==> src/rtl/rom_reader_pkg.sv <==
// Package: rom_reader_pkg
// Shared types and constants for the ROM stream reader.
//   state_t    : burst sequencer state (IDLE, RUN, DRAIN)
//   FIFO_DEPTH : number of entries in the output buffer
package rom_reader_pkg;

    typedef enum logic [1:0] {
        IDLE  = 2'd0,
        RUN   = 2'd1,
        DRAIN = 2'd2
    } state_t;

    localparam int unsigned FIFO_DEPTH = 2;

endpackage

==> src/rtl/rom_reader_fifo2.sv <==
// Module: rom_reader_fifo2
// Two-entry first-word-fall-through FIFO used as the stream output buffer.
// The head entry is visible on dout whenever the FIFO is not empty.
// Ports:
//   CLK    in   clock
//   RESET  in   synchronous active-high reset (empties FIFO, clears storage)
//   push   in   write din this cycle (caller guarantees !full or a same-cycle pop)
//   din    in   write data
//   pop    in   remove head this cycle (caller guarantees !empty)
//   dout   out  head entry
//   empty  out  no entries held
//   full   out  both entries held
module rom_reader_fifo2
    import rom_reader_pkg::*;
#(
    parameter int unsigned WIDTH = 5
) (
    input  logic             CLK,
    input  logic             RESET,
    input  logic             push,
    input  logic [WIDTH-1:0] din,
    input  logic             pop,
    output logic [WIDTH-1:0] dout,
    output logic             empty,
    output logic             full
);

    logic [WIDTH-1:0] r_mem [FIFO_DEPTH];
    logic             r_wr_ptr;
    logic             r_rd_ptr;
    logic [1:0]       r_count;

    always_ff @(posedge CLK) begin
        if (RESET) begin
            r_mem[0] <= '0;
            r_mem[1] <= '0;
            r_wr_ptr <= 1'b0;
            r_rd_ptr <= 1'b0;
            r_count  <= 2'd0;
        end else begin
            if (push) begin
                r_mem[r_wr_ptr] <= din;
                r_wr_ptr        <= ~r_wr_ptr;
            end
            if (pop) begin
                r_rd_ptr <= ~r_rd_ptr;
            end
            // Push and pop together leave occupancy unchanged, including when full.
            case ({push, pop})
                2'b10:   r_count <= r_count + 2'd1;
                2'b01:   r_count <= r_count - 2'd1;
                default: r_count <= r_count;
            endcase
        end
    end

    assign dout  = r_mem[r_rd_ptr];
    assign empty = (r_count == 2'd0);
    assign full  = (r_count == 2'd2);

endmodule

==> src/rtl/rom_stream_reader.sv <==
// Module: rom_stream_reader
// Address sequencer and output buffer around a combinational-read ROM. On START it walks
// RADDR through LEN consecutive words from BASE (wrapping modulo DEPTH), captures RDATA into a
// 2-entry FWFT FIFO and presents it as a valid/ready stream.
// Optional feature macro: ROM_READER_CKSUM_EN adds CKSUM, the XOR of all words popped in the
// current burst (cleared on START acceptance and reset, held after DONE).
// Ports:
//   CLK      in   clock
//   RESET    in   synchronous active-high reset; aborts any burst without DONE
//   START    in   begin burst (IDLE only)
//   BASE     in   first address
//   LEN      in   word count 0..DEPTH
//   RADDR    out  ROM read address
//   RDATA    in   ROM read data (combinational from RADDR)
//   O_DATA   out  stream data
//   O_VALID  out  stream valid
//   O_READY  in   stream ready
//   BUSY     out  high in RUN and DRAIN
//   DONE     out  one-cycle pulse after the final pop
//   CKSUM    out  (ROM_READER_CKSUM_EN only) running XOR of popped words
module rom_stream_reader
    import rom_reader_pkg::*;
#(
    parameter int unsigned DEPTH = 4,
    parameter int unsigned WIDTH = 5,
    localparam int unsigned AW   = $clog2(DEPTH)
) (
    input  logic             CLK,
    input  logic             RESET,
    input  logic             START,
    input  logic [AW-1:0]    BASE,
    input  logic [AW:0]      LEN,
    output logic [AW-1:0]    RADDR,
    input  logic [WIDTH-1:0] RDATA,
    output logic [WIDTH-1:0] O_DATA,
    output logic             O_VALID,
    input  logic             O_READY,
    output logic             BUSY,
`ifdef ROM_READER_CKSUM_EN
    output logic             DONE,
    output logic [WIDTH-1:0] CKSUM
`else
    output logic             DONE
`endif
);

    localparam logic [AW:0] LAST_CNT = (AW + 1)'(1);

    state_t        r_state;
    logic [AW-1:0] r_raddr;
    logic [AW:0]   r_issue_cnt;
    logic [AW:0]   r_drain_cnt;
    logic          r_busy;
    logic          r_done;

    logic          w_fifo_empty;
    logic          w_fifo_full;
    logic          w_push;
    logic          w_pop;

    assign w_pop  = O_VALID & O_READY;
    // A same-cycle pop frees a slot, so a full FIFO can still accept a word.
    assign w_push = (r_state == RUN) && (!w_fifo_full || w_pop);

    rom_reader_fifo2 #(
        .WIDTH (WIDTH)
    ) u_fifo (
        .CLK   (CLK),
        .RESET (RESET),
        .push  (w_push),
        .din   (RDATA),
        .pop   (w_pop),
        .dout  (O_DATA),
        .empty (w_fifo_empty),
        .full  (w_fifo_full)
    );

    always_ff @(posedge CLK) begin
        if (RESET) begin
            r_state     <= IDLE;
            r_raddr     <= '0;
            r_issue_cnt <= '0;
            r_drain_cnt <= '0;
            r_busy      <= 1'b0;
            r_done      <= 1'b0;
        end else begin
            r_done <= 1'b0;
            case (r_state)
                IDLE: begin
                    if (START) begin
                        if (LEN != '0) begin
                            r_state     <= RUN;
                            r_raddr     <= BASE;
                            r_issue_cnt <= LEN;
                            r_drain_cnt <= LEN;
                            r_busy      <= 1'b1;
                        end else begin
                            r_done <= 1'b1;
                        end
                    end
                end
                RUN: begin
                    if (w_push) begin
                        r_raddr     <= r_raddr + AW'(1);
                        r_issue_cnt <= r_issue_cnt - LAST_CNT;
                        if (r_issue_cnt == LAST_CNT) begin
                            r_state <= DRAIN;
                        end
                    end
                    // The last word is always pushed before it can be popped, so the
                    // final pop can only happen in DRAIN.
                    if (w_pop) begin
                        r_drain_cnt <= r_drain_cnt - LAST_CNT;
                    end
                end
                DRAIN: begin
                    if (w_pop) begin
                        r_drain_cnt <= r_drain_cnt - LAST_CNT;
                        if (r_drain_cnt == LAST_CNT) begin
                            r_state <= IDLE;
                            r_busy  <= 1'b0;
                            r_done  <= 1'b1;
                        end
                    end
                end
                default: begin
                    r_state <= IDLE;
                    r_busy  <= 1'b0;
                end
            endcase
        end
    end

    assign RADDR   = r_raddr;
    assign O_VALID = ~w_fifo_empty;
    assign BUSY    = r_busy;
    assign DONE    = r_done;

`ifdef ROM_READER_CKSUM_EN
    logic [WIDTH-1:0] r_cksum;

    always_ff @(posedge CLK) begin
        if (RESET) begin
            r_cksum <= '0;
        end else if (r_state == IDLE && START) begin
            r_cksum <= '0;
        end else if (w_pop) begin
            r_cksum <= r_cksum ^ O_DATA;
        end
    end

    assign CKSUM = r_cksum;
`endif

endmodule

==> config.mk <==
export PLATFORM = sky130hd
export DESIGN_NAME = rom_stream_reader
export DESIGN_NICKNAME = d
export VERILOG_FILES = /design/src/rtl/rom_reader_pkg.sv /design/src/rtl/rom_reader_fifo2.sv /design/src/rtl/rom_stream_reader.sv
export SDC_FILE = /design/constraint.sdc
export NUM_CORES = 1
export LEC_CHECK = 0
export ABC_AREA = 1
export CAP_MARGIN = 20
export CORE_MARGIN = 1.5
export CORE_UTILIZATION = 48
export CTS_BUF_LIST = sky130_fd_sc_hd__clkbuf_8
export CTS_CLUSTER_SIZE = 30
export DETAILED_ROUTE_END_ITERATION = 10
export PLACE_DENSITY = 0.78
export SLEW_MARGIN = 20
export SYNTH_ARGS = -nofsm -noshare
export SYNTH_HDL_FRONTEND = slang
export SYNTH_SLANG_ARGS = --single-unit
==> constraint.sdc <==
create_clock -name CLK -period 2.1 [get_ports CLK]
set_clock_uncertainty 0.2 [all_clocks]
set_input_delay 0.42 -clock CLK [delete_from_list [all_inputs] [get_ports CLK]]
set_output_delay 0.42 -clock CLK [all_outputs]
set_load 0.02 [all_outputs]
=== Yosys cells after proc, flatten, opt, wreduce, memory -nomap -nowiden ===
Memory sizes are Yosys's and may differ from the RTL's. A register that Yosys moved wholly into a read port is not among the register bits.
Cells that the tools add are included.

* Register bits after elaboration: 16
* Bits in writable memories: 10
* Output and inout port bits: 10
* Word-level logic and storage cells: 87
* Memories: 1

{| class="wikitable"
|+ Memories
! name !! depth !! bits a word !! read ports !! clocked after memory_dff !! wr ports !! RTL line !! text
|-
| u_fifo.r_mem || 2 || 5 || 1 || 1 || 2 || rom_reader_fifo2.sv:28 || <nowiki>logic [WIDTH-1:0] r_mem [FIFO_DEPTH];</nowiki>
|}

* Add/subtract/negate cells: 5
* Equality and inequality tests: 14
* Mux-type cells: 38
* Bitwise gates (word level): 5
* Reduce and logical (&&, ||, !) cells: 15

{| class="wikitable"
|+ Operators by type and width
! cell !! count
|-
| $mux W2 || 9
|-
| $mux W1 || 17
|-
| $mux W3 || 4
|-
| $pmux W3 S2 || 2
|-
| $ne A2 B1 Y1 const B || 4
|-
| $pmux W2 S2 || 2
|-
| $reduce_and A4 Y1 || 2
|-
| $eq A2 B2 Y1 const B || 3
|-
| $eq A3 B1 Y1 const B || 2
|-
| $ne A2 B2 Y1 const B || 3
|-
| $pmux W2 S3 || 1
|-
| $reduce_and A6 Y1 || 1
|-
| $reduce_bool A2 Y1 || 3
|-
| $sub A3 B1 Y3 const B || 2
|-
| $mux W5 || 1
|-
| $reduce_and A5 Y1 || 1
|-
| $reduce_or A5 Y1 || 1
|-
| $add A2 B1 Y2 const B || 2
|-
| $eq A2 B1 Y1 const B || 2
|-
| $logic_not A2 Y1 || 2
|-
| $not A1 Y1 || 4
|-
| $pmux W1 S3 || 1
|-
| $reduce_bool A3 Y1 || 1
|-
| $pmux W1 S2 || 1
|-
| 6 further kinds || 6
|}

=== Longest topological paths before layout ===
Gate-level depths: netlist (run 1).

* Depth after elaboration: 10
* Depth in mapped cells: 11

=== Hierarchy ===
Synthesis (run 1) repeated with hierarchy kept, for this count alone.

* Cells, all modules: 199
* Area, all modules: 1,498.9 um^2

{| class="wikitable"
|+ Modules (own cells, without submodules)
! module !! times used !! cells an instance !! area each (um^2) !! sequential area each (um^2)
|-
| rom_stream_reader || 1 || 134 || 842.1 || 240.2
|-
| rom_reader_fifo2 || 1 || 65 || 656.9 || 400.4
|}

=== Least setup slack after synthesis (run 1) ===
Ideal clock, no wire load.

* Path kind: reg-to-reg
* From: register r_state[1]
* To: register u_fifo.r_count[1]
* Setup time: 0.116 ns
* Arrival time: 1.340 ns
* Data required time: 1.784 ns
* Path slack: 0.444 ns
* Stages on the path, launching flop included: 9
* Path buffers: 1
* Clock period less this slack: 1.656 ns
* Cell sequence: dfxtp_1 -> inv_1 -> ha_1 -> buf_6 -> nand2_1 -> ha_1 -> nor2_1 -> and3_2 -> nor3_1

* Longest elaborated chain between the ends: 4
* Elaborated cells between the ends (all ways): 6
* Those cells by class: eq/ne: 3; mux: 1; reduce/logical: 2

{| class="wikitable"
|+ RTL lines
! item !! RTL line !! text
|-
| start, declared || rom_stream_reader.sv:49 || <nowiki>state_t r_state;</nowiki>
|-
| start signal, assigned || rom_stream_reader.sv:80 || <nowiki>r_state <= IDLE;</nowiki>
|-
| start signal, assigned || rom_stream_reader.sv:92 || <nowiki>r_state <= RUN;</nowiki>
|-
| start signal, assigned || rom_stream_reader.sv:107 || <nowiki>r_state <= DRAIN;</nowiki>
|-
| $eq A2 B1 Y1 * || rom_stream_reader.sv:63 || <nowiki>assign w_push = (r_state == RUN) && (!w_fifo_full || w_pop);</nowiki>
|-
| $logic_and A1 B1 Y1 * || rom_stream_reader.sv:63 ||
|-
| $eq A2 B1 Y1 or $eq A2 B2 Y1 (tied branches) || rom_reader_fifo2.sv:49 || <nowiki>case ({push, pop})</nowiki>
|-
| $pmux W2 S2 or $reduce_bool A2 Y1 (tied branches) || n/a ||
|-
| end signal, assigned || rom_reader_fifo2.sv:50 || <nowiki>2'b10: r_count <= r_count + 2'd1;</nowiki>
|-
| end signal, assigned || rom_reader_fifo2.sv:51 || <nowiki>2'b01: r_count <= r_count - 2'd1;</nowiki>
|-
| end signal, assigned || rom_reader_fifo2.sv:52 || <nowiki>default: r_count <= r_count;</nowiki>
|-
| end, declared || rom_reader_fifo2.sv:31 || <nowiki>logic [1:0] r_count;</nowiki>
|}

Every way passes the cells marked *; elsewhere a longest branch is shown, timed or not.
A chain may end at the register's enable or synchronous reset.

==> metrics.md, run 1 <==
| Metric | Value |
|---|---|
| Outcome | complete, no violations |
| Seq cells post-synth | 27 |
| Nature of the critical path endpoint | output pin |
| Initial antenna violation count | 0 |
| Routed WL per cell | 10.59 µm |
| Final nets | 251 |
| Post-layout worst setup margin | 0.1401 ns |
| Simple-Gate Fraction of Synth Area | 28.87% |
| Worst hold path class | reg2reg |
| Crit-path cells | mux2_2 -> dlygate4sd2_1 |
| First-pass iteration count of the detailed router | 4 |
| Seq. cell area | 641.9 µm² |
| PortBufs | 23 |
| Min Tclk post-route | 1.960 ns |
| GR Util met1 | 21.51% |
| Maximum clock insertion buffer count | 2 |
| Filler Cells Inserted | 283 |
| CTS sink count | 27 |
| Ant diodes | 0 |
| DIE HEIGHT | 58.98 µm |
| PD cells | 1348 nW/µm² |
| Mux contribution to synthesized area | 3.744% |
| Flop pwr share | 33.1% |
| Relative slew slack | 80.90% |
| CTS H-tree depth | 1 |
| IO Pins | 24 |
| Pin count of the biggest net entering global routing | 17 |
| Initial Util | 50.08% |
| Post-CTS Setup Repair Bufs | 0 |
| Placed Instances | 257 |
| Vias/cell | 4.870 |
| Antenna viol nets, final | 0 |
| Synth Area in Adders | 6.656% |
| Logic pwr share | 54.8% |
| Reg2reg start | r_state[1]$_SDFFE_PP0P_ |
| Slew Limit Fails | 0 |
| Mapped Nets | 218 |
| Power Internal | 1411 µW |
| Most Crowded Layer GR | met2 |
| Slowest stage delay, CP | 0.40 ns |
| Clk pwr share | 12.1% |
| Overflow after GRT | 0 |
| Vias in the first global route | 1118 |
| DP Worst Slack | 0.006883 ns |
| Avg Cell Area, Syn | 7.673 µm² |
| First-pass GRT wire length | 4.671 mm |
| Layout cells sized above 1 | 15.35% |
| Area delta synth->final | 23.54% |
| CTS Buf Count | 3 |
| Final hold slack | 0.2621 ns |
| Startpoint Class | register |
| 1st-iter DRT viols | 30 |
| Worst-margin pin slew | 0.2836 ns |
| Fin crit share | 93.33% |
| Drt total wl | 2.763 mm |
| Gr usage total | 17.61% |
| Primary FF master, synth | dfxtp_1 |
| Number of synthesized flops with an enable pin | 10 |
| Max Cap Violations | 0 |
| Hold path startpoint | u_fifo.r_rd_ptr$_SDFFE_PP0P_ |
| Mapped Cells | 196 |
| Distinct cells, synth | 24 |
| Fraction of registers with async set/reset | 0% |
| Drt drc | 0 |
| Hold_buf cts | 0 |
| Switching part of the total | 43.64% |
| Multi-input gate area | 724.4 µm² |
| TNS Setup | 0 ns |
| Clk_lat worst skew | 0.27 ns |
| Post-synthesis compound-gate area fraction | 8.319% |
| Largest family of logic cells by synthesized area | simple AND/OR/NAND/NOR gates |
| WP data required | 1.48 ns |
| NetSw | 1093 µW |
| Hold Fails Final Rpt | 0 |
| Final setup violation count | 0 |
| Finished Layout Cells | 261 |
| Critical path arrival | 1.34 ns |
| Post-Syn Area | 1504 µm² |
| Number of cell rows | 20 |
| RSZ-0062 raised after global routing | no |
| Die Area | 3478 µm² |
| Post-DP HPWL | 2.099 mm |
| CTS tree | built |
| DR vias | 1271 |
| M2 GR Usage | 31.59% |
| Sequential area share after synthesis | 42.60% |
| Peak supply drop | 0.0008625 V |
| Chip width | 58.98 µm |
| Met3 Track Usage GR | 2.620% |
| Slowest cell on the critical path | dfxtp_2 |
| Clk root buf | clkbuf_8 |
| Core footprint | 3003 µm² |
| Post-Synth XOR/XNOR Area | 0.5824% |
| Leak | 0.0008769 µW |
| Critical path class | reg2out |
| Routability Congestion | 0.7870 |
| Max Clk Rate | 0.5102 GHz |
| Worst-path fanout max | 5 |
| Yosys Warn Count | 0 |
| Clk slew on worst S/H paths | 0.10 ns |
## cell usage in the layout (no fill, tap or decap)
| master | instances |
|---|---|
| edfxtp_1 | 10 |
| nand2_4 | 1 |
| xnor2_1 | 1 |
| mux2_2 | 5 |
| nand2_1 | 38 |
| dfxtp_2 | 1 |
| and3_2 | 1 |
| nor3_1 | 2 |
| inv_4 | 1 |
| buf_4 | 7 |
| nor2_4 | 2 |
| o21ai_0 | 15 |
| clkbuf_8 | 3 |
| inv_1 | 30 |
| nand2_2 | 3 |
| a21oi_1 | 10 |
| clkdlybuf4s50_1 | 17 |
| nor2_1 | 33 |
| inv_2 | 1 |
| nor2_2 | 6 |
| dlygate4sd2_1 | 5 |
| nand3_2 | 1 |
| clkinvlp_4 | 1 |
| ha_1 | 8 |
| or2_2 | 2 |
| nand3_1 | 5 |
| dfxtp_1 | 16 |
| dlymetal6s2s_1 | 1 |
| nand4_1 | 2 |
## sequential cells by signal, summed over array words and instances (netlist names), named ones only
name / cells
BUSY: 1
DONE: 1
RADDR: 2
r_drain_cnt: 3
r_issue_cnt: 3
r_state: 2
u_fifo.r_count: 2
u_fifo.r_mem: 10
u_fifo.r_rd_ptr: 1
u_fifo.r_wr_ptr: 1
## layer usage
metal	wire length, µm	share of wire (%)
met1	1344	49
met2	1285	47
met3	96	3.5
met4	36	1.3
met5	0	0
## power groups by stage
stage	clock (µW)	combinational, µW	sequential, µW
after floorplan	0	1020	842
after detailed placement	0	1390	841
after global routing	330	1580	851
final	304	1370	828
after CTS	309	1380	831
after global placement	0	1380	833
## layout make-up
| class | instances | share of cell area [%] |
|---|---|---|
| timing repair buffer | 30 | 15.02 |
| inverter | 32 | 6.599 |
| multi-input combinational | 135 | 38.99 |
| clock inverter | 1 | 0.4040 |
| tap | 33 | 2.222 |
| clock buffer | 3 | 2.222 |
| sequential | 27 | 34.55 |
## worst max-delay path: cells and delay by family (launching register included)
kind	cells	cell delay (ns)
flops	1	0.40
mux	1	0.35
buf+inv	1	0.32
## Yosys cell counts (3+ instances only)
master,instances,area [µm²]
a21oi_1,10,50.05
dfxtp_1,17,340.3
edfxtp_1,10,300.3
ha_1,8,100.1
inv_1,30,112.6
mux2_2,5,56.30
nand2_1,38,142.6
nand2_2,3,18.77
nand3_1,5,25.02
nor2_1,33,123.9
nor2_2,6,37.54
o21ai_0,15,75.07
## final timing paths
kind	end	slack, ns	cells after the start
setup / recovery	O_DATA[2]	0.14	2
hold / removal	u_fifo.r_rd_ptr$_SDFFE_PP0P_	0.26	1
setup reg to reg	u_fifo.r_count[1]$_SDFFE_PP0P_	0.35	7
hold reg to reg	u_fifo.r_rd_ptr$_SDFFE_PP0P_	0.26	1
## stage by stage
stage	cell area [µm²]	utilization (%)	power (µW)
after CTS	1856	61.79	2522
after global placement	1812	60.33	2212
after detailed placement	1812	60.33	2233
final	1858	61.88	2504
after global routing	1858	61.88	2763
after floorplan	1504	-	1862
## cell families (layout without fill, tap and decap cells)
family                   Yosys count  after routing
AO/OA/AOI/OAI                     25             25
XOR/XNOR                           1              1
adder cells (fa/ha/maj)            8              8
buffers and inverters             34             66
flip-flops                        27             27
multiplexers                       5              5
AND/OR/NAND/NOR                   96             96
## what timing repair did
item	4_1_cts	5_1_grt
hold endpoints to repair	0	0
pin swaps	0	0
gates resized for setup	6	1
endpoints found under the setup margin	5	1
Power figures use the tool's default switching activity.
==> run 2, diff against run 1 <==
--- a/config.mk
+++ b/config.mk
@@ -16,4 +16,5 @@
 export SLEW_MARGIN = 20
 export SYNTH_ARGS = -nofsm -noshare
 export SYNTH_HDL_FRONTEND = slang
+export SYNTH_HIERARCHICAL = 1
 export SYNTH_SLANG_ARGS = --single-unit
==> constraint.sdc (replaced) <==
create_clock -name CLK -period 2.53 [get_ports CLK]
set_clock_uncertainty 0.2 [all_clocks]
set_input_delay 0.506 -clock CLK [delete_from_list [all_inputs] [get_ports CLK]]
set_output_delay 0.506 -clock CLK [all_outputs]
set_load 0.02 [all_outputs]
==> metrics.md, run 2 <==
| Metric | Value |
|---|---|
| Vias/cell | 4.831 (-0.80%) |
| First-pass GRT wire length | 4.498 mm (-3.7%) |
| Commonest non-fill, non-tap cell in the layout | nand2_1 |
| Overflow after GRT | 0 (unchanged) |
| PD cells | 1179 nW/µm² (-13%) |
| Critical path class | reg2out |
| PortBufs | 23 (unchanged) |
| DP Worst Slack | 0.1476 ns (+0.1408 ns) |
| Yosys top cell area share | 22.70% (+0.076 points) |
| Routed WL per cell | 10.03 µm (-5.3%) |
| DIE HEIGHT | 58.88 µm (-0.16%) |
| Pin count of the biggest net entering global routing | 17 (unchanged) |
| Finished Layout Cells | 260 (-0.38%) |
| Drt total wl | 2.607 mm (-5.6%) |
| Post-CTS Setup Repair Bufs | 0 (unchanged) |
| Yosys Warn Count | 6 (+6) |
| CTS H-tree depth | 1 (unchanged) |
| Number of synthesized flops with an enable pin | 10 (unchanged) |
| Core footprint | 3003 µm² (unchanged) |
| Distinct cells, synth | 23 (-4.2%) |
| Synth top area cells | dfxtp_1, edfxtp_1, nand2_1 |
| Outcome | complete, no violations |
| Crit-path cells | mux2_2 -> clkdlybuf4s50_1 |
| Slowest stage delay, CP | 0.53 ns (+0.13 ns) |
| Bufs and invs on worst path | 1 (unchanged) |
| CTS tree | built |
| IO Pins | 24 (unchanged) |
| Seq. cell area | 640.6 µm² (-0.20%) |
| Final setup violation count | 0 (unchanged) |
| Number of cell rows | 20 (unchanged) |
| Ant diodes | 0 (unchanged) |
| Gr usage total | 16.77% (-0.84 points) |
| RSZ-0062 raised after global routing | no |
| Clk root buf | clkbuf_8 |
| Fraction of registers with async set/reset | 0% (unchanged) |
| GR Util met1 | 21.39% (-0.12 points) |
| Drt drc | 0 (unchanged) |
| Placed Instances | 256 (-0.39%) |
| Avg Cell Area, Syn | 7.532 µm² (-1.8%) |
| Worst hold path class | reg2reg |
| Final Power | 2153 µW (-14%) |
| Multi-input gate area | 738.2 µm² (+1.9%) |
| Crit path max-delay family | buffers and inverters |
| Relative slew slack | 79.60% (-1.3 points) |
| Primary FF master, synth | dfxtp_1 |
| Antenna viol nets, final | 0 (unchanged) |
| Critical path arrival | 1.61 ns (+0.27 ns) |
| Met3 Track Usage GR | 5.055% (+2.4 points) |
| Post-layout worst setup margin | 0.2134 ns (+0.07332 ns) |
| Post-Syn Area | 1499 µm² (-0.33%) |
| Switching part of the total | 43.74% (+0.094 points) |
| Commonest non-fill, non-tap cells in the layout | nand2_1, nor2_1, inv_1 |
| Worst-margin pin slew | 0.3042 ns (+0.02062 ns) |
| Initial antenna violation count | 0 (unchanged) |
| Synth area leader | dfxtp_1 |
| Sequential area share after synthesis | 42.74% (+0.14 points) |
| Power Internal | 1211 µW (-14%) |
| Post-DP HPWL | 2.045 mm (-2.6%) |
| Post-synth top cells | nand2_1, nor2_1, inv_1 |
| Max Cap Violations | 0 (unchanged) |
| Clk_lat worst skew | 0.27 ns (about the same) |
| First-pass iteration count of the detailed router | 4 (unchanged) |
| Chip width | 58.88 µm (-0.16%) |
| Die Area | 3467 µm² (-0.32%) |
| Initial Util | 49.92% (-0.17 points) |
| Startpoint Class | register |
| TNS Setup | 0 ns (unchanged) |
| Layout cells sized above 1 | 11.89% (-3.5 points) |
| Worst-path fanout max | 5 (unchanged) |
| Hold Fails Final Rpt | 0 (unchanged) |
| Min Tclk post-route | 2.317 ns |
| DR vias | 1256 (-1.2%) |
| Mapped Nets | 221 (+1.4%) |
| Maximum clock insertion buffer count | 2 (unchanged) |
| Largest regs | u_fifo/r_mem (10), r_drain_cnt (3), r_issue_cnt (3) |
| Peak supply drop | 0.0006099 V (-29%) |
| Mapped Cells | 199 (+1.5%) |
| WP data required | 1.82 ns (+0.34 ns) |
| Resize count post-CTS | 0 (-6) |
| NetSw | 941.8 µW (-14%) |
| Logic pwr share | 56.0% (+1.2 points) |
| 1st-iter DRT viols | 34 (+13%) |
| Clk slew on worst S/H paths | 0.09 ns (about the same) |
| Routability Congestion | 0.7849 (-0.27%) |
| Slew Limit Fails | 0 (unchanged) |
| Nature of the critical path endpoint | output pin |
| Seq cells post-synth | 27 (unchanged) |
| Slowest cell on the critical path | clkdlybuf4s50_1 |
| Flop pwr share | 32.5% (-0.6 points) |
| Hold_buf cts | 0 (unchanged) |
| Final nets | 250 (-0.40%) |
| Top-count cell post-synth | nand2_1 |
| CTS Buf Count | 3 (unchanged) |
| Leak | 0.0008538 µW (-2.6%) |
| Largest register FFs | 10 (unchanged) |
| Max Clk Rate | 0.4317 GHz |
| Vias in the first global route | 1070 (-4.3%) |
| Area delta synth->final | 21.87% |
| M2 GR Usage | 27.94% (-3.7 points) |
| CTS sink count | 27 (unchanged) |
| Clk pwr share | 11.5% (-0.6 points) |
| Filler Cells Inserted | 266 (-6.0%) |
| Largest register by flop count | u_fifo/r_mem |
| Most Crowded Layer GR | met2 |
| Fin crit share | 91.56% |
run 2: changes by cell type in the layout (fill, tap and decap cells not counted), moves of 5 or more:
cell	before	now
clkdlybuf4s50_1	17	23
nand2_1	38	46
a21oi_1	10	5
buf_4	7	1
o21ai_0	15	9
nand3_1	5	10
nor2_1	33	38
dlygate4sd2_1	5	0
run 2: final timing paths:
| path | from | end | slack (ns) | cells past startpoint |
|---|---|---|---|---|
| min | BUSY$_SDFFE_PP0P_ | BUSY$_SDFFE_PP0P_ | 0.28 | 2 |
| max reg2reg | r_state[1]$_SDFFE_PP0P_ | u_fifo/r_count[1]$_SDFFE_PP0P_ | 0.39 | 11 |
| max | register | O_DATA[3] | 0.21 | 2 |
| min reg2reg | BUSY$_SDFFE_PP0P_ | BUSY$_SDFFE_PP0P_ | 0.28 | 2 |
run 2: cell type report:
type / instances / area share [%]
multi-input combinational: 140 / 40.41
sequential: 27 / 35.07
timing repair buffer: 24 / 13.01
inverter: 32 / 6.575
clock buffer: 3 / 2.260
tap: 33 / 2.260
clock inverter: 1 / 0.4110
run 2: per-layer routing:
| metal | share of wire, % | vias to the layer above |
|---|---|---|
| met2 | 47 | 30 |
| met1 | 48 | 549 |
| li1 | - | 675 |
| met3 | 5.1 | 2 |
| met4 | 0.38 | 0 |
| met5 | 0 | - |
run 2: stage by stage:
stage	instance area, µm²	utilization [%]	hold WS [ns]
after floorplan	1499	-	0.2528
after global placement	1778	59.21	0.2670
after detailed placement	1778	59.21	0.2652
after CTS	1827	60.83	0.2808
after global routing	1827	60.83	0.2913
final	1827	60.83	0.2844
run 2: worst reg2reg max path, stage by stage (launching register included):
cell	delay [ns]
dfxtp_1	0.33
inv_1	0.10
ha_1	0.31
inv_2	0.13
a21oi_1	0.24
inv_2	0.08
ha_1	0.29
inv_1	0.10
nand2_1	0.07
nor2_1	0.09
nor2_1	0.05
nor2_1	0.09
run 2: power groups by stage:
| stage | sequential (µW) | combinational, µW | clock, µW |
|---|---|---|---|
| 3_5_place_dp | 710 | 1210 | 0 |
| 5_1_grt | 717 | 1390 | 272 |
| 6_report | 700 | 1210 | 248 |
| 2_1_floorplan | 715 | 894 | 0 |
| 3_3_place_gp | 708 | 1190 | 0 |
| 4_1_cts | 701 | 1210 | 258 |
run 2: kinds of logic (layout without fill, tap and decap cells):
group           Yosys count  after routing  synth area share [%]
compound gates           16             16                 6.344
xor+xnor                  1              1                0.5844
fa+ha+maj                 8              8                 6.678
buf+inv                  32             60                 8.013
flops                    27             27                 42.74
mux                       5              5                 3.756
simple gates            110            110                 31.89
==> patch 1 (config.mk and constraints of run 2) <==
Add a define of `ROM_READER_CKSUM_EN`.
--- a/src/rtl/rom_stream_reader.sv
+++ b/src/rtl/rom_stream_reader.sv
@@ -20,2 +20,4 @@
 //   CKSUM    out  (ROM_READER_CKSUM_EN only) running XOR of popped words
+`define ROM_READER_CKSUM_EN
+
 module rom_stream_reader
Check against the original RTL (old outputs only; new: CKSUM): equivalent (equiv_simple and equiv_induct, registers matched by name and starting in step).
==> patch 1 against run 2 <==
- final area is 22% higher
- largest power group unchanged
- largest cell class unchanged
- power is 11% higher
- via count is 21% higher
- worst setup slack worse by 41 ps
- sequential cell count is 5 higher
- die area is 16% higher
- synthesized area is 17% higher
- wire length is 23% higher
==> patch 1: results <==
[synth]
synthArstFlopShare_pct = 0
synth_area_per_cell_um2 = 7.210
seq_area_frac_synth_pct = 42.11
yosysWarnings = 6
netlist_top_cells_area = dfxtp_1 (25%), edfxtp_1 (17%), nand2_1 (13%)
synthTopCellsByCount = nand2_1 (60), nor2_1 (46), inv_1 (35)
ys_types = 24
syn_nets = 266

[clock_tree]
clk-insertion-delay-late_ps = 290
cts_buffer_depth = 2
cts_buffers = 5
post_cts_resized = 0
htreeDepth = 2
path_clk_slew_ps = 70
post_cts_buffers = 0

[place]
hpwl_um = 2447
place_inst = 320
placed_cell_area_mm2 = 0.002108
gp_congestion = 0.8399
io_buffers = 28

[global_routing]
grt_pass1_wl_um = 5768
antenna_found_initial = 0
grt_max_degree = 13
grtUsageTotal_pct = 18.21
grt_pass1_vias = 1369

[cells_and_area]
drive_gt1_share_pct = 12.77
largest_register_ffs = 10
final_cell_area_mm2 = 0.002223
fin_cells = 328
fillers = 323
fin_nets = 303
diodes = 0

[routing]
dr.first_iter.drc_count = 48
met2WireLength_um = 1355
wl_met1_um = 1637
via_count = 1520
highest_layer = met4
wire_per_inst_um = 9.765
route.met3.wl_um = 169

[power]
p_leak_uw = 0.001024
max-vdd-ir-drop_mv = 0.5024
sw_frac_of_total_pct = 40.03

[worst_setup_path]
slowest_delay_ps = 540
cp_top_family = buffers and inverters
arrival_ps = 1650

[run_status]
outcome = complete, no violations

[sta]
slew_headroom_pct = 78.55
patch 1: changes by cell type after synthesis, sizes merged:
cell          run 2  this run
nand2            50        66
inv              31        42
nor2             41        47
dfxtp            17        22
o21ai             9        13
nand3            11        14
a21oi             7         6
buf               0         1
patch 1: power by group through the flow:
stage	clock network, µW	registers (µW)	logic [µW]
3_3_place_gp	0	766	1110
2_1_floorplan	0	782	797
5_1_grt	534	775	1290
4_1_cts	510	758	1130
3_5_place_dp	0	768	1120
6_report	499	758	1120
patch 1: kinds of logic (layout without fill, tap and decap cells):
group / count (synthesis) / count (layout) / share of synthesized area (%)
compound gates: 19 / 19 / 5.619
buf+inv: 44 / 82 / 9.815
fa+ha+maj: 8 / 8 / 5.690
mux: 5 / 5 / 3.200
flops: 32 / 32 / 42.11
xor+xnor: 1 / 1 / 0.4980
simple gates: 135 / 135 / 33.07
patch 1: worst paths after layout:
kind | startpoint | endpoint | slack, ps | cells past startpoint
worst max-delay path | register | O_DATA[3] | 170 | 2
worst min-delay path | BUSY | BUSY | 280 | 2
worst max register to register | r_state[1] | u_fifo/r_count[1] | 590 | 11
worst min register to register | BUSY | BUSY | 280 | 2
patch 1: routing by layer:
layer | up-vias | GRT usage (%)
li1 | 826 | -
met1 | 659 | 24.13
met5 | - | 0
met4 | 0 | 7.065
met3 | 4 | 6.786
met2 | 31 | 26.84
patch 1: through the flow:
| stage | power, µW | setup slack (ps) |
|---|---|---|
| 6_report | 2381 | 172.6 |
| 5_1_grt | 2597 | 114.2 |
| 4_1_cts | 2400 | 156.7 |
| 3_5_place_dp | 1893 | 256.8 |
| 3_3_place_gp | 1879 | 290.6 |
| 2_1_floorplan | 1580 | 603.9 |
patch 1: worst register-to-register path, stage by stage, from the launching register on:
cell	delay [ps]
dfxtp_1	310
inv_1	100
ha_1	190
inv_2	100
a21oi_1	230
inv_2	80
ha_1	290
inv_1	100
nand2_1	70
nor2_1	90
nor2_1	50
nor2_1	90
patch 1: layout make-up:
cell class	count	area share, %
Timing Repair Buffer	31	13.62
Clock inverter	3	2.082
Multi-Input combinational cell	168	38.04
Clock buffer	5	3.095
Inverter	43	7.259
Sequential cell	32	33.31
Tap cell	46	2.589
==> patch 2 (settings of run 2) <==
Without the edit above. Encoding of `state_t`: now one-hot (3 bits for 3 states).
--- a/src/rtl/rom_reader_pkg.sv
+++ b/src/rtl/rom_reader_pkg.sv
@@ -6,6 +6,6 @@
 
-    typedef enum logic [1:0] {
-        IDLE  = 2'd0,
-        RUN   = 2'd1,
-        DRAIN = 2'd2
+    typedef enum logic [2:0] {
+        IDLE  = 3'b001,
+        RUN   = 3'b010,
+        DRAIN = 3'b100
     } state_t;
Function: same outputs for any inputs over 10 cycles, from zero or initial values and one cycle with RESET high; not proved beyond that.
==> patch 2 against run 2 <==
- sequential cell count rose by 1
- synthesized area rose by 3.5%
- power fell by 7.4%
- wire length rose by 8.7%
- sequential power fell by 1%
- final area rose by 3.6%
- clock power rose by 43%
- register-to-register slack improved by 80 ps
- die area rose by 3.3%
- count of clock-buffer cells in the layout did not move
- worst setup slack got worse by 23 ps
- largest cell class unchanged
- fmax fell by 0.98%
- synthesized cell count rose by 3.0%
==> patch 2: results <==
[run_status]
outcome = complete, no violations

[synth]
netlist_top_cells_area = dfxtp_1 (23%), edfxtp_1 (19%), nand2_1 (11%)
yosys_most_used_dff = dfxtp_1
synthAdderAreaFrac_pct = 4.032
synthTopCellsByCount = nand2_1 (45), nor2_1 (44), inv_1 (25)
ys_types = 25
syn_nets = 224
synth.area.mux_share_pct = 3.629
synth_compound_area_share_pct = 5.161
synth_area_per_cell_um2 = 7.568
synthArstFlopShare_pct = 0
seq_area_frac_synth_pct = 42.58
synth_xor_area_share_pct = 1.129

[place]
placed_cell_area_mm2 = 0.001822
pre_cts_ws_ps = 105.1
hpwl_um = 2184
gp_congestion = 0.8480
place_inst = 271

[routing]
met2WireLength_um = 1322
via_count = 1289
route.met3.wl_um = 85
dr.first_iter.drc_count = 70
wl_met1_um = 1398
wl_um = 2834

[power]
p_leak_uw = 0.0008729
powerComb_uw = 950
power.share.combinational_pct = 47.6
max-vdd-ir-drop_mv = 0.6540
p_seq_share_pct = 34.7
sw_frac_of_total_pct = 40.45

[sta]
slew_headroom_pct = 80.74

[global_routing]
globalRouteMet3Util_pct = 1.948
grt_pass1_wl_um = 4726
grt_pass1_vias = 1090
grtUsageTotal_pct = 17.19
use_met1_pct = 24.25

[clock_tree]
cts_buffers = 3
post_cts_buffers = 0

[cells_and_area]
fin_nets = 251
drive_gt1_share_pct = 11.69
fin_cells = 275

[worst_setup_path]
arrival_ps = 1630
[patch 2: cell count changes in the layout (fill, tap and decap cells not counted), sizes merged, moves of 2 or more]
cell	run 2	this run
nor2	41	45
ha	8	5
inv	31	29
nand2	50	52
nor3	0	2
or2	3	1
[patch 2: cell type report]
class,count,area (µm²)
clock inverter,1,30.03
clock buffer,3,41.29
inverter,30,112.6
timing repair buffer,24,237.7
multi-input combinational,145,755.7
tap,44,55.05
sequential,28,660.6
fill,280,1160
[patch 2: final timing paths]
check	end	slack, ps	depth (start not counted)	start
worst max register to register	u_fifo/r_count[1]	470	13	u_fifo/r_count[0]
worst max-delay path	O_DATA[3]	190	2	register
worst min register to register	BUSY	290	2	BUSY
worst min-delay path	BUSY	290	2	BUSY
[patch 2: worst reg2reg max path, cell delays in order (launching register included)]
cell     delay (ps)
dfxtp_1         440
nor2_1           90
inv_1            70
nand2_1         100
nand2_1         100
inv_1            60
nor2_1          200
inv_2            80
ha_1            290
inv_1           100
nand2_1          60
nor2_1           80
nor2_1           50
nor2_1           90
